## src/rtl/ifetch.sv

```systemverilog
`default_nettype none
// ============================================================================
//  Module   : ifetch
//  Purpose  : Instruction fetch stage. Owns the fetch PC, issues word fetches
//             over a req/gnt + in-order rvalid interface, buffers returned
//             words in a DEPTH-entry FIFO and presents them to the decoder
//             under valid/ready. A redirect flushes the FIFO and marks all
//             in-flight fetches to be dropped when they return.
//  Ports    : clk, rst                    - clock, sync active-high reset
//             imem_req/addr/gnt           - fetch request channel
//             imem_rvalid/rdata           - in-order fetch responses
//             instr_valid/instr/instr_pc  - FIFO head towards the decoder
//             instr_ready                 - decoder pop
//             redirect/redirect_pc        - branch/jump restart
//  Revision : 1.0 - initial release
// ============================================================================
module ifetch #(
  parameter logic [31:0] RESET_PC = 32'h0000_0000,
  parameter int unsigned DEPTH    = 2
) (
  input  logic        clk,
  input  logic        rst,
  output logic        imem_req,
  output logic [31:0] imem_addr,
  input  logic        imem_gnt,
  input  logic        imem_rvalid,
  input  logic [31:0] imem_rdata,
  output logic        instr_valid,
  output logic [31:0] instr,
  output logic [31:0] instr_pc,
  input  logic        instr_ready,
  input  logic        redirect,
  input  logic [31:0] redirect_pc
);

  localparam int unsigned C_CNT_W = $clog2(DEPTH + 1);
  localparam int unsigned C_PTR_W = $clog2(DEPTH);
  localparam logic [C_CNT_W:0] C_DEPTH_EXT = (C_CNT_W + 1)'(DEPTH);

  logic [31:0]        fetch_pc_q, fetch_pc_d;
  logic [31:0]        resp_pc_q, resp_pc_d;
  logic [C_PTR_W-1:0] rd_ptr_q, rd_ptr_d;
  logic [C_PTR_W-1:0] wr_ptr_q, wr_ptr_d;
  logic [C_CNT_W-1:0] count_q, count_d;
  logic [C_CNT_W-1:0] outstanding_q, outstanding_d;
  logic [C_CNT_W-1:0] drop_q, drop_d;
  logic [31:0]        fifo_instr_q [DEPTH];
  logic [31:0]        fifo_pc_q    [DEPTH];

  logic               w_pop;
  logic               w_rsp;
  logic               w_grant;
  logic               w_push;
  logic [C_CNT_W:0]   w_used;
  logic               w_unused_ok;

  // Low bits of the redirect target are architecturally ignored.
  assign w_unused_ok = ^redirect_pc[1:0];

  assign instr_valid = (count_q != '0);
  assign instr       = fifo_instr_q[rd_ptr_q];
  assign instr_pc    = fifo_pc_q[rd_ptr_q];

  assign w_pop = instr_valid && instr_ready;
  // A response with nothing outstanding is a protocol violation: ignore it.
  assign w_rsp = imem_rvalid && (outstanding_q != '0);

  // Credit: every in-flight fetch (dropped ones included) plus every buffered
  // word owns a FIFO slot, so responses can never overflow the FIFO.
  assign w_used   = {1'b0, outstanding_q} + {1'b0, count_q}
                  - {{C_CNT_W{1'b0}}, w_pop};
  assign imem_req  = !rst && !redirect && (w_used < C_DEPTH_EXT);
  assign imem_addr = fetch_pc_q;
  assign w_grant   = imem_req && imem_gnt;
  assign w_push    = w_rsp && (drop_q == '0) && !redirect;

  always_comb begin
    fetch_pc_d    = fetch_pc_q;
    resp_pc_d     = resp_pc_q;
    rd_ptr_d      = rd_ptr_q;
    wr_ptr_d      = wr_ptr_q;
    count_d       = count_q;
    drop_d        = drop_q;
    outstanding_d = outstanding_q + C_CNT_W'(w_grant) - C_CNT_W'(w_rsp);

    if (redirect) begin
      fetch_pc_d = {redirect_pc[31:2], 2'b00};
      resp_pc_d  = {redirect_pc[31:2], 2'b00};
      rd_ptr_d   = '0;
      wr_ptr_d   = '0;
      count_d    = '0;
      // Everything still in flight after this cycle belongs to the old path.
      drop_d     = outstanding_q - C_CNT_W'(w_rsp);
    end else begin
      if (w_grant) begin
        fetch_pc_d = fetch_pc_q + 32'd4;
      end
      if (w_rsp && (drop_q != '0)) begin
        drop_d = drop_q - C_CNT_W'(1);
      end
      if (w_push) begin
        wr_ptr_d  = wr_ptr_q + C_PTR_W'(1);
        resp_pc_d = resp_pc_q + 32'd4;
      end
      if (w_pop) begin
        rd_ptr_d = rd_ptr_q + C_PTR_W'(1);
      end
      count_d = count_q + C_CNT_W'(w_push) - C_CNT_W'(w_pop);
    end
  end

  always_ff @(posedge clk) begin
    if (rst) begin
      fetch_pc_q    <= RESET_PC;
      resp_pc_q     <= RESET_PC;
      rd_ptr_q      <= '0;
      wr_ptr_q      <= '0;
      count_q       <= '0;
      outstanding_q <= '0;
      drop_q        <= '0;
    end else begin
      fetch_pc_q    <= fetch_pc_d;
      resp_pc_q     <= resp_pc_d;
      rd_ptr_q      <= rd_ptr_d;
      wr_ptr_q      <= wr_ptr_d;
      count_q       <= count_d;
      outstanding_q <= outstanding_d;
      drop_q        <= drop_d;
    end
  end

  // Storage needs no reset: contents are only observed while count_q != 0.
  always_ff @(posedge clk) begin
    if (!rst && w_push) begin
      fifo_instr_q[wr_ptr_q] <= imem_rdata;
      fifo_pc_q[wr_ptr_q]    <= resp_pc_q;
    end
  end

endmodule
`default_nettype wire
```

## config.mk

```make
export PLATFORM = sky130hd
export DESIGN_NAME = ifetch
export DESIGN_NICKNAME = d
export VERILOG_FILES = /design/src/rtl/ifetch.sv
export SDC_FILE = /design/constraint.sdc
export NUM_CORES = 1
export LEC_CHECK = 0
export CORE_ASPECT_RATIO = 0.8
export CORE_MARGIN = 1.5
export CORE_UTILIZATION = 45
export CTS_BUF_LIST = sky130_fd_sc_hd__clkbuf_4
export CTS_CLUSTER_DIAMETER = 150
export DETAILED_ROUTE_END_ITERATION = 10
export PLACE_DENSITY = 0.71
export SLEW_MARGIN = 40
export SYNTH_ARGS = -nofsm -noshare
export SYNTH_HDL_FRONTEND = slang
export SYNTH_SLANG_ARGS = --single-unit
export TNS_END_PERCENT = 5
```

## constraint.sdc

```tcl
create_clock -name clk -period 13.07 [get_ports clk]
set_clock_uncertainty 0.1 [all_clocks]
set_input_delay 1.9605 -clock clk [delete_from_list [all_inputs] [get_ports clk]]
set_output_delay 1.9605 -clock clk [all_outputs]
set_load 0.005 [all_outputs]
```

==> impl_summary.log, run 1 <==
INFO  metric die_w = between 150 and 200 µm
INFO  metric post_drt_via_cell_ratio = ~5.5
INFO  metric post_synth.cell_area_avg = around 13 µm²
INFO  metric peakVddDrop = 0.0610 mV
INFO  metric post-dp-hpwl = between 10000 and 15000 µm
INFO  metric post-route-drc-count = 0
INFO  metric finalWeightedCongestion = between 0.8 and 0.9
INFO  metric final.period_utilization = 0.495
INFO  metric status = finished, final reports clean
INFO  metric crit_fanout = 4
INFO  metric total_leakage_power = 0.00350 µW
INFO  metric required = ~11 ns
INFO  metric grt_max_degree = 63
INFO  metric timing.setup.tns = 0 ns
INFO  metric nNetsFinal = a little under 900
INFO  metric rsz0062_at_grt = false
INFO  metric comb_power_share = 0.150
INFO  metric yosysSeqAreaShare = 0.612
INFO  metric hold_buffers = 0
INFO  metric dieArea = 19400 µm²
INFO  metric finalWorstPathRequiredPeriod = 6.47 ns
INFO  metric number_of_enable_flip_flop_cells_after_synthesis = 124
INFO  metric post_route_cells_drive_above_1_share = 0.148
INFO  metric synth.lib_cells_used.distinct = 61
INFO  metric measured_slew_at_the_worst_slew_check_pin = approximately 0.74 ns
INFO  metric worst_skew_pair.late_latency = about 0.56 ns
INFO  metric post_syn_instances = 645
INFO  metric final_max_slew_violation_count = 0
INFO  metric worst-r2r-setup-slack = about 9.2 ns
INFO  metric post-cts-setup-buffers = 0
INFO  metric grt_pass1_wl = ~30000 µm
INFO  metric cts-root-to-sink-buffers = 2
INFO  metric worst_r2r_endpoint = outstanding_q[1]
INFO  metric final_antenna_net_count = 0
INFO  metric wire_per_inst = roughly 18 µm
INFO  metric critPathLaunchType = input pin
INFO  metric worstHoldPathType = register to register
INFO  metric worst_setup_path_end_kind = primary output
INFO  metric initial_util = 0.459
INFO  metric drt_iter0_drc = 399
INFO  metric holdPathEnd = fifo_pc_q[1][23]
INFO  metric total_switching_power = around 320 µW
INFO  metric timing.max_cap.violations = 0
INFO  metric grt_use_met2 = 0.295
INFO  metric seqPwrFrac = 0.576
INFO  metric postLayoutCoreUtil = 0.579
INFO  metric core_area = roughly 18000 µm²
INFO  metric placementRows = between 40 and 50
INFO  metric grt-ovfl-total = 0
INFO  metric groute.layer.met3.usage = 0.0609
INFO  metric most_heavily_used_metal_layer_in_global_routing = met2
INFO  metric cts.sink_count = 193
INFO  metric buffer_ports.inserted = roughly 160
INFO  metric first_global_vias = 5719
INFO  metric wl = 19200 µm
INFO  metric min_path_cells = 0
INFO  metric clock-root-buffer = sky130_fd_sc_hd__clkbuf_4
INFO  metric drt_pre_antenna_iters = 4
INFO  metric grtUsageTotal = 0.201
INFO  metric power_per_cell_area = about 120 nW/µm²
INFO  metric tritoncts = done
INFO  metric ys_warn_count = 0
INFO  metric routed-via-count = roughly 5800
INFO  metric power.share.clock = 0.275
INFO  metric p_int = between 900 and 1000 µW
INFO  metric synthToLayoutAreaGrowth = 26.1%
INFO  metric worst-r2r-cell-count = 14
INFO  metric num_cts_buffers = 17
INFO  metric io_pins = roughly 170
INFO  metric power_switching_share = 0.260
INFO  metric htreeDepth = 4
INFO  metric yosys_most_used_dff = sky130_fd_sc_hd__edfxtp_1
INFO  metric worst-endpoint-arrival = around 4.4 ns
INFO  metric worst_r2r_startpoint = count_q[1]
INFO  metric final_hold_viol_count = 0
INFO  metric fraction_of_registers_with_async_set_reset = 0
INFO  metric global_route.usage.met1 = 0.286
INFO  metric fp.dieH = ~120 µm
INFO  metric maxSlewHeadroom = 0.504
INFO  metric syn_area = approximately 8300 µm²
INFO  metric hp-start = resp_pc_q[23]
INFO  metric max_freq = approximately 150 MHz
INFO  metric final_setup_vio_count = 0
INFO  metric synth.ff_latch_count = a little under 200
INFO  metric grt_antenna_before_repair = 1
INFO  metric cts_resized = 0
INFO  metric crit_type = input pin to primary output
INFO  metric cts.clk_slew.worst_paths = 0.15 ns
Yosys cell counts, drive strengths merged, types with 2 or more instances:
cell type,n,share of area
nand2b,2,0.0015
nand3,27,0.017
or3,3,0.0022
buf,11,0.0084
and3,10,0.0075
nand3b,2,0.0018
o22ai,7,0.0052
nand2,34,0.015
o21ai,7,0.0042
edfxtp,124,0.45
a311oi,2,0.0021
inv,15,0.0067
nor2,35,0.016
a211oi,11,0.0099
nand4,17,0.015
clkbuf,19,0.0085
xor2,26,0.027
a31oi,9,0.0067
nor3,13,0.0084
nor4,12,0.016
nor2b,2,0.0015
and4bb,2,0.0030
dfxtp,69,0.17
mux2,63,0.085
ha,10,0.015
o211ai,3,0.0027
a21oi,13,0.0078
and4,6,0.0066
o21a,20,0.018
a21boi,21,0.019
xnor2,27,0.028
and2,7,0.0052
power by group through the flow:
stage	Sequential, µW	Combinational (µW)	Clock, µW
after floorplan	716	97.4	0
after global placement	720	176	0
after detailed placement	722	182	0
after CTS	709	184	349
after global routing	714	201	372
final	710	185	339
placed cells by master, fill, tap and decap left out, types with 3 or more instances in the layout:
master                            Yosys  routed
sky130_fd_sc_hd__inv_1               14      14
sky130_fd_sc_hd__a21boi_0            18      18
sky130_fd_sc_hd__dfxtp_1             69      68
sky130_fd_sc_hd__o21ai_0              7       7
sky130_fd_sc_hd__ha_1                10      10
sky130_fd_sc_hd__nor4_4               2       3
sky130_fd_sc_hd__o21a_1              20      20
sky130_fd_sc_hd__a31oi_1              9       9
sky130_fd_sc_hd__clkdlybuf4s50_1      0     161
sky130_fd_sc_hd__xor2_1              26      26
sky130_fd_sc_hd__nand3_1             26      26
sky130_fd_sc_hd__nor4_1               6       6
sky130_fd_sc_hd__nand2_1             34      34
sky130_fd_sc_hd__o211ai_1             3       3
sky130_fd_sc_hd__and4_1               5       5
sky130_fd_sc_hd__or3_1                3       3
sky130_fd_sc_hd__nor4_2               4       3
sky130_fd_sc_hd__edfxtp_1           124     124
sky130_fd_sc_hd__and2_1               7       7
sky130_fd_sc_hd__xnor2_1             27      27
sky130_fd_sc_hd__conb_1               1       4
sky130_fd_sc_hd__mux2_2              63      63
sky130_fd_sc_hd__a21boi_1             3       3
sky130_fd_sc_hd__inv_6                0       5
sky130_fd_sc_hd__clkinv_4             0       3
sky130_fd_sc_hd__nor2_1              34      33
sky130_fd_sc_hd__a21oi_1             13      13
sky130_fd_sc_hd__nand4_1             15      15
sky130_fd_sc_hd__o22ai_1              7       7
sky130_fd_sc_hd__nor3_1              12      12
sky130_fd_sc_hd__buf_4                5       4
sky130_fd_sc_hd__a211oi_1            11      11
sky130_fd_sc_hd__bufinv_16            0       3
sky130_fd_sc_hd__clkbuf_4             0      17
sky130_fd_sc_hd__and3_1              10       9
metrics by stage:
stage               setup WS [ns]  total power, µW  instance area [µm²]  hold slack [ns]  cells
floorplan                    7.38              813                 8360            0.345    648
global placement             6.64              896                10200            0.387   1015
detailed placement           6.59              904                10200            0.402   1015
CTS                          6.58             1240                10500            0.430   1046
global route                 6.43             1290                10500            0.448   1047
finish                       6.60             1230                10500            0.429   1048
how the worst max path moves through the flow:
stage | startpoint | end | slack [ns] | depth (start not counted)
2_1_floorplan | imem_rvalid | fifo_instr_q[0][0] | 7.38 | 4
3_3_place_gp | instr_ready | imem_req | 6.64 | 8
3_5_place_dp | instr_ready | imem_req | 6.59 | 8
4_1_cts | instr_ready | imem_req | 6.58 | 8
5_1_grt | instr_ready | imem_req | 6.43 | 8
6_report | instr_ready | imem_req | 6.60 | 8
final cells by class:
class                      count  area, µm²
tap                          230        288
clock inverter                14        180
sequential                   193       5110
multi-input combinational    409       3070
fill                        1493       7650
antenna                        1       2.50
timing repair buffer         168       1680
inverter                      16       60.1
clock buffer                  17        128
critical path: stages:
cell,delay [ns]
sky130_fd_sc_hd__clkdlybuf4s50_1,0.45
sky130_fd_sc_hd__and2_1,0.18
sky130_fd_sc_hd__ha_1,0.24
sky130_fd_sc_hd__nand2b_1,0.15
sky130_fd_sc_hd__fa_1,0.37
sky130_fd_sc_hd__xor2_1,0.31
sky130_fd_sc_hd__and3_1,0.23
sky130_fd_sc_hd__clkdlybuf4s50_1,0.52
routing by layer:
layer | part of all wire | vias to the layer above
li1 | - | 2726
met3 | 0.092 | 15
met4 | 0.0091 | 0
met5 | 0 | -
met2 | 0.43 | 259
met1 | 0.47 | 2808
cells by family (layout without fill, tap and decap cells):
kind of cell | count (synthesis) | in the layout | synth area share
simple gates | 175 | 175 | 0.119
flops | 193 | 193 | 0.612
other cells | 1 | 5 | 0.000449
buf+inv | 46 | 215 | 0.0241
mux | 64 | 64 | 0.0862
xor+xnor | 53 | 53 | 0.0556
fa+ha+maj | 11 | 11 | 0.0174
compound gates | 102 | 102 | 0.0850
state kept, by name, summed over array words and instances, names as in the netlist, named ones only:
signal,flops
count_q,2
fifo_pc_q,60
fifo_instr_q,64
imem_addr,30
outstanding_q,2
wr_ptr_q,1
rd_ptr_q,1
drop_q,2
resp_pc_q,30
(Power assumes the default switching activity.)
==> run 2, diff against run 1 <==
==> constraint.sdc (replaced) <==
create_clock -name clk -period 6.51 [get_ports clk]
set_clock_uncertainty 0.1 [all_clocks]
set_input_delay 0.9765 -clock clk [delete_from_list [all_inputs] [get_ports clk]]
set_output_delay 0.9765 -clock clk [all_outputs]
set_load 0.005 [all_outputs]
==> run 2 against run 1 <==
Compared with the run above:
- via count is 0.40% lower
- sequential cell count stayed put
- combinational power up 100%
- cell count stayed put
- final area down 0.63%
- utilization decreased by 0.36 points
- hold slack better by 0.0047 ns
- critical path depth is the same
- wire length is 0.18% lower
==> impl_summary.log, run 2 (synthesis gave the netlist of run 1 again) <==
INFO  metric maxSlewHeadroom = 0.475 (was 0.504)
INFO  metric num_antenna_cells = 0 (was 1)
INFO  metric cts.sink_count = 193 (unchanged)
INFO  metric crit_fanout = 4 (unchanged)
INFO  metric crit_type = input pin to primary output (unchanged)
INFO  metric clock-root-buffer = sky130_fd_sc_hd__clkbuf_4 (unchanged)
INFO  metric worst_skew_pair.late_latency = 0.57 ns (was 0.56 ns)
INFO  metric largest-register = fifo_instr_q (unchanged)
INFO  metric cts.clk_slew.worst_paths = 0.15 ns (about the same)
INFO  metric design_area = 10500 µm² (about the same)
INFO  metric crit_path_frequent_cell = sky130_fd_sc_hd__clkdlybuf4s50_1 (unchanged)
INFO  metric worst_setup_path_end_kind = primary output (unchanged)
INFO  metric grtUsageTotal = 0.200 (was 0.201)
INFO  metric cts_resized = 0 (unchanged)
INFO  metric detailed_place.area = 10200 µm² (about the same)
INFO  metric routed-via-count = 5785 (was 5808)
INFO  metric tritoncts = done (unchanged)
INFO  metric post-route-drc-count = 0 (unchanged)
INFO  metric final_antenna_net_count = 0 (unchanged)
INFO  metric die_w = 155 µm (unchanged)
INFO  metric power.share.clock = 0.255 (was 0.275)
INFO  metric status = finished, final reports clean (unchanged)
INFO  metric peakVddDrop = 0.126 mV (was 0.0610 mV)
INFO  metric drt_iter0_drc = 395 (was 399)
INFO  metric initial_util = 0.459 (unchanged)
INFO  metric path_delay_family = buffers and inverters (unchanged)
INFO  metric wire_per_inst = 18.3 µm (about the same)
INFO  metric critPathLaunchType = input pin (unchanged)
INFO  metric worst_path_largest_cell_delay = 0.51 ns (was 0.52 ns)
INFO  metric comb_power_share = 0.154 (was 0.150)
INFO  metric crit_chain = clkdlybuf4s50_1, and2_1, ha_1, nand2b_1, fa_1, xor2_1, and3_1, clkdlybuf4s50_1 (unchanged)
INFO  metric multiInputGateArea = 3070 µm² (about the same)
INFO  metric power_switching_share = 0.268 (was 0.260)
INFO  metric htreeDepth = 4 (unchanged)
INFO  metric timing.max_cap.violations = 0 (unchanged)
INFO  metric nNetsFinal = 886 (unchanged)
INFO  metric grt_antenna_before_repair = 0 (was 1)
INFO  metric highest_count_cells_in_the_layout_ignoring_fill_and_taps = 161 x sky130_fd_sc_hd__clkdlybuf4s50_1, 124 x sky130_fd_sc_hd__edfxtp_1, 68 x sky130_fd_sc_hd__dfxtp_1 (unchanged)
INFO  metric placementRows = 44 (unchanged)
INFO  metric power_per_cell_area = 230 nW/µm² (was 117 nW/µm²)
INFO  metric worst_path_max_delay_cell = sky130_fd_sc_hd__clkdlybuf4s50_1 (unchanged)
INFO  metric area.sequential = 5110 µm² (unchanged)
INFO  metric layout_top_registers = fifo_instr_q (64), fifo_pc_q (60) (unchanged)
INFO  metric final_setup_vio_count = 0 (unchanged)
INFO  metric io_pins = 168 (unchanged)
INFO  metric final_hold_viol_count = 0 (unchanged)
INFO  metric worstHoldPathType = register to register (unchanged)
INFO  metric timing.setup.tns = 0 ns (unchanged)
INFO  metric wl = 19200 µm (about the same)
INFO  metric measured_slew_at_the_worst_slew_check_pin = 0.787 ns (was 0.743 ns)
INFO  metric hold_buffers = 0 (unchanged)
INFO  metric p_int = 1760 µW (was 914 µW)
INFO  metric post_route_cells_drive_above_1_share = 0.148 (about the same)
INFO  metric core_area = 18200 µm² (unchanged)
INFO  metric total_leakage_power = 0.00348 µW (was 0.00350 µW)
INFO  metric num_cts_buffers = 17 (unchanged)
INFO  metric grt_max_degree = 72 (was 63)
INFO  metric post-cts-setup-buffers = 0 (unchanged)
INFO  metric fp.dieH = 125 µm (unchanged)
INFO  metric grt_pass1_wl = 30000 µm (about the same)
INFO  metric drt_pre_antenna_iters = 7 (was 4)
INFO  metric post_drt_via_cell_ratio = 5.52 (was 5.54)
INFO  metric worst-path-buf-inv = 2 (unchanged)
INFO  metric total_switching_power = 646 µW (was 320 µW)
INFO  metric post-dp-hpwl = 13200 µm (was 12900 µm)
INFO  metric finalWorstPathRequiredPeriod = about 4.5 ns
INFO  metric finalWeightedCongestion = 0.818 (was 0.840)
INFO  metric final_max_slew_violation_count = 0 (unchanged)
INFO  metric layout.filler_cells = 1509 (was 1493)
INFO  metric dieArea = 19400 µm² (unchanged)
INFO  metric cts-root-to-sink-buffers = 2 (unchanged)
INFO  metric synthToLayoutAreaGrowth = 25.3% (was 26.1%)
INFO  metric seqPwrFrac = 0.591 (was 0.576)
INFO  metric rsz0062_at_grt = false (unchanged)
INFO  metric worst-endpoint-arrival = 3.44 ns (was 4.41 ns)
INFO  metric buffer_ports.inserted = 161 (unchanged)
INFO  metric required = 5.43 ns (was 11.01 ns)
INFO  metric max_freq = approximately 220 MHz
INFO  metric largest_register_ff_count = 64 (unchanged)
INFO  metric postLayoutCoreUtil = 0.575 (was 0.579)
INFO  metric final.period_utilization = 0.694
INFO  metric grt-ovfl-total = 0 (unchanged)
INFO  metric first_global_vias = 5658 (was 5719)
INFO  metric final_common_cell = sky130_fd_sc_hd__clkdlybuf4s50_1 (unchanged)
## run 2: cell types whose count changed in the layout (fill, tap and decap cells not counted), moves of 2 or more
cell	change
sky130_fd_sc_hd__buf_4	+2
sky130_fd_sc_hd__bufinv_16	-2
sky130_fd_sc_hd__clkinv_2	+3
sky130_fd_sc_hd__inv_6	-2
sky130_fd_sc_hd__inv_8	+2
## run 2: final timing paths
path / cells after the start / end / start / slack [ns]
setup reg to reg: 14 / outstanding_q[1] / count_q[0] / 2.62
setup / recovery: 8 / imem_req / instr_ready / 1.99
hold reg to reg: 0 / fifo_pc_q[1][3] / resp_pc_q[3] / 0.43
hold / removal: 0 / fifo_pc_q[1][3] / resp_pc_q[3] / 0.43
## run 2: power groups by stage
stage	Combinational (µW)	Clock [µW]	Sequential [µW]
after floorplan	196	0	1440
after global placement	356	0	1450
after detailed placement	368	0	1450
after CTS	371	636	1420
after global routing	407	680	1430
final	371	615	1420
## run 2: area by class of cell
type                            count  share of cell area
Sequential cell                   193               0.488
Multi-Input combinational cell    409               0.293
Timing Repair Buffer              168               0.160
Tap cell                          230              0.0275
Clock buffer                       18              0.0129
Clock inverter                     14              0.0126
Inverter                           16             0.00574
## run 2: routing by layer
metal	global-route usage	vias up	part of all wire
met3	0.0578	22	0.087
li1	-	2725	-
met1	0.288	2762	0.48
met5	0	-	0
met2	0.292	276	0.42
met4	0.0588	0	0.012
## run 2: worst reg2reg max path, cell delays in order, from the launching register on
cell and delay (ns):
sky130_fd_sc_hd__dfxtp_1 0.36, sky130_fd_sc_hd__or2_2 0.30, sky130_fd_sc_hd__and2_1 0.20, sky130_fd_sc_hd__ha_1 0.27, sky130_fd_sc_hd__nand2b_1 0.16, sky130_fd_sc_hd__fa_1 0.50, sky130_fd_sc_hd__and4bb_2 0.26, sky130_fd_sc_hd__and2_1 0.42
sky130_fd_sc_hd__inv_2 0.27, sky130_fd_sc_hd__ha_1 0.35, sky130_fd_sc_hd__inv_1 0.04, sky130_fd_sc_hd__ha_1 0.18, sky130_fd_sc_hd__xnor2_1 0.18, sky130_fd_sc_hd__xnor2_1 0.15, sky130_fd_sc_hd__nor2_1 0.05
## run 2: per-stage QoR
step | setup WS (ns) | total power, µW | hold WS [ns] | instances
2_1_floorplan | 1.80 | 1630 | 0.345 | 648
3_3_place_gp | 1.97 | 1800 | 0.396 | 1016
3_5_place_dp | 1.88 | 1820 | 0.405 | 1016
4_1_cts | 1.98 | 2430 | 0.434 | 1048
5_1_grt | 1.86 | 2520 | 0.435 | 1048
6_report | 1.99 | 2410 | 0.434 | 1048
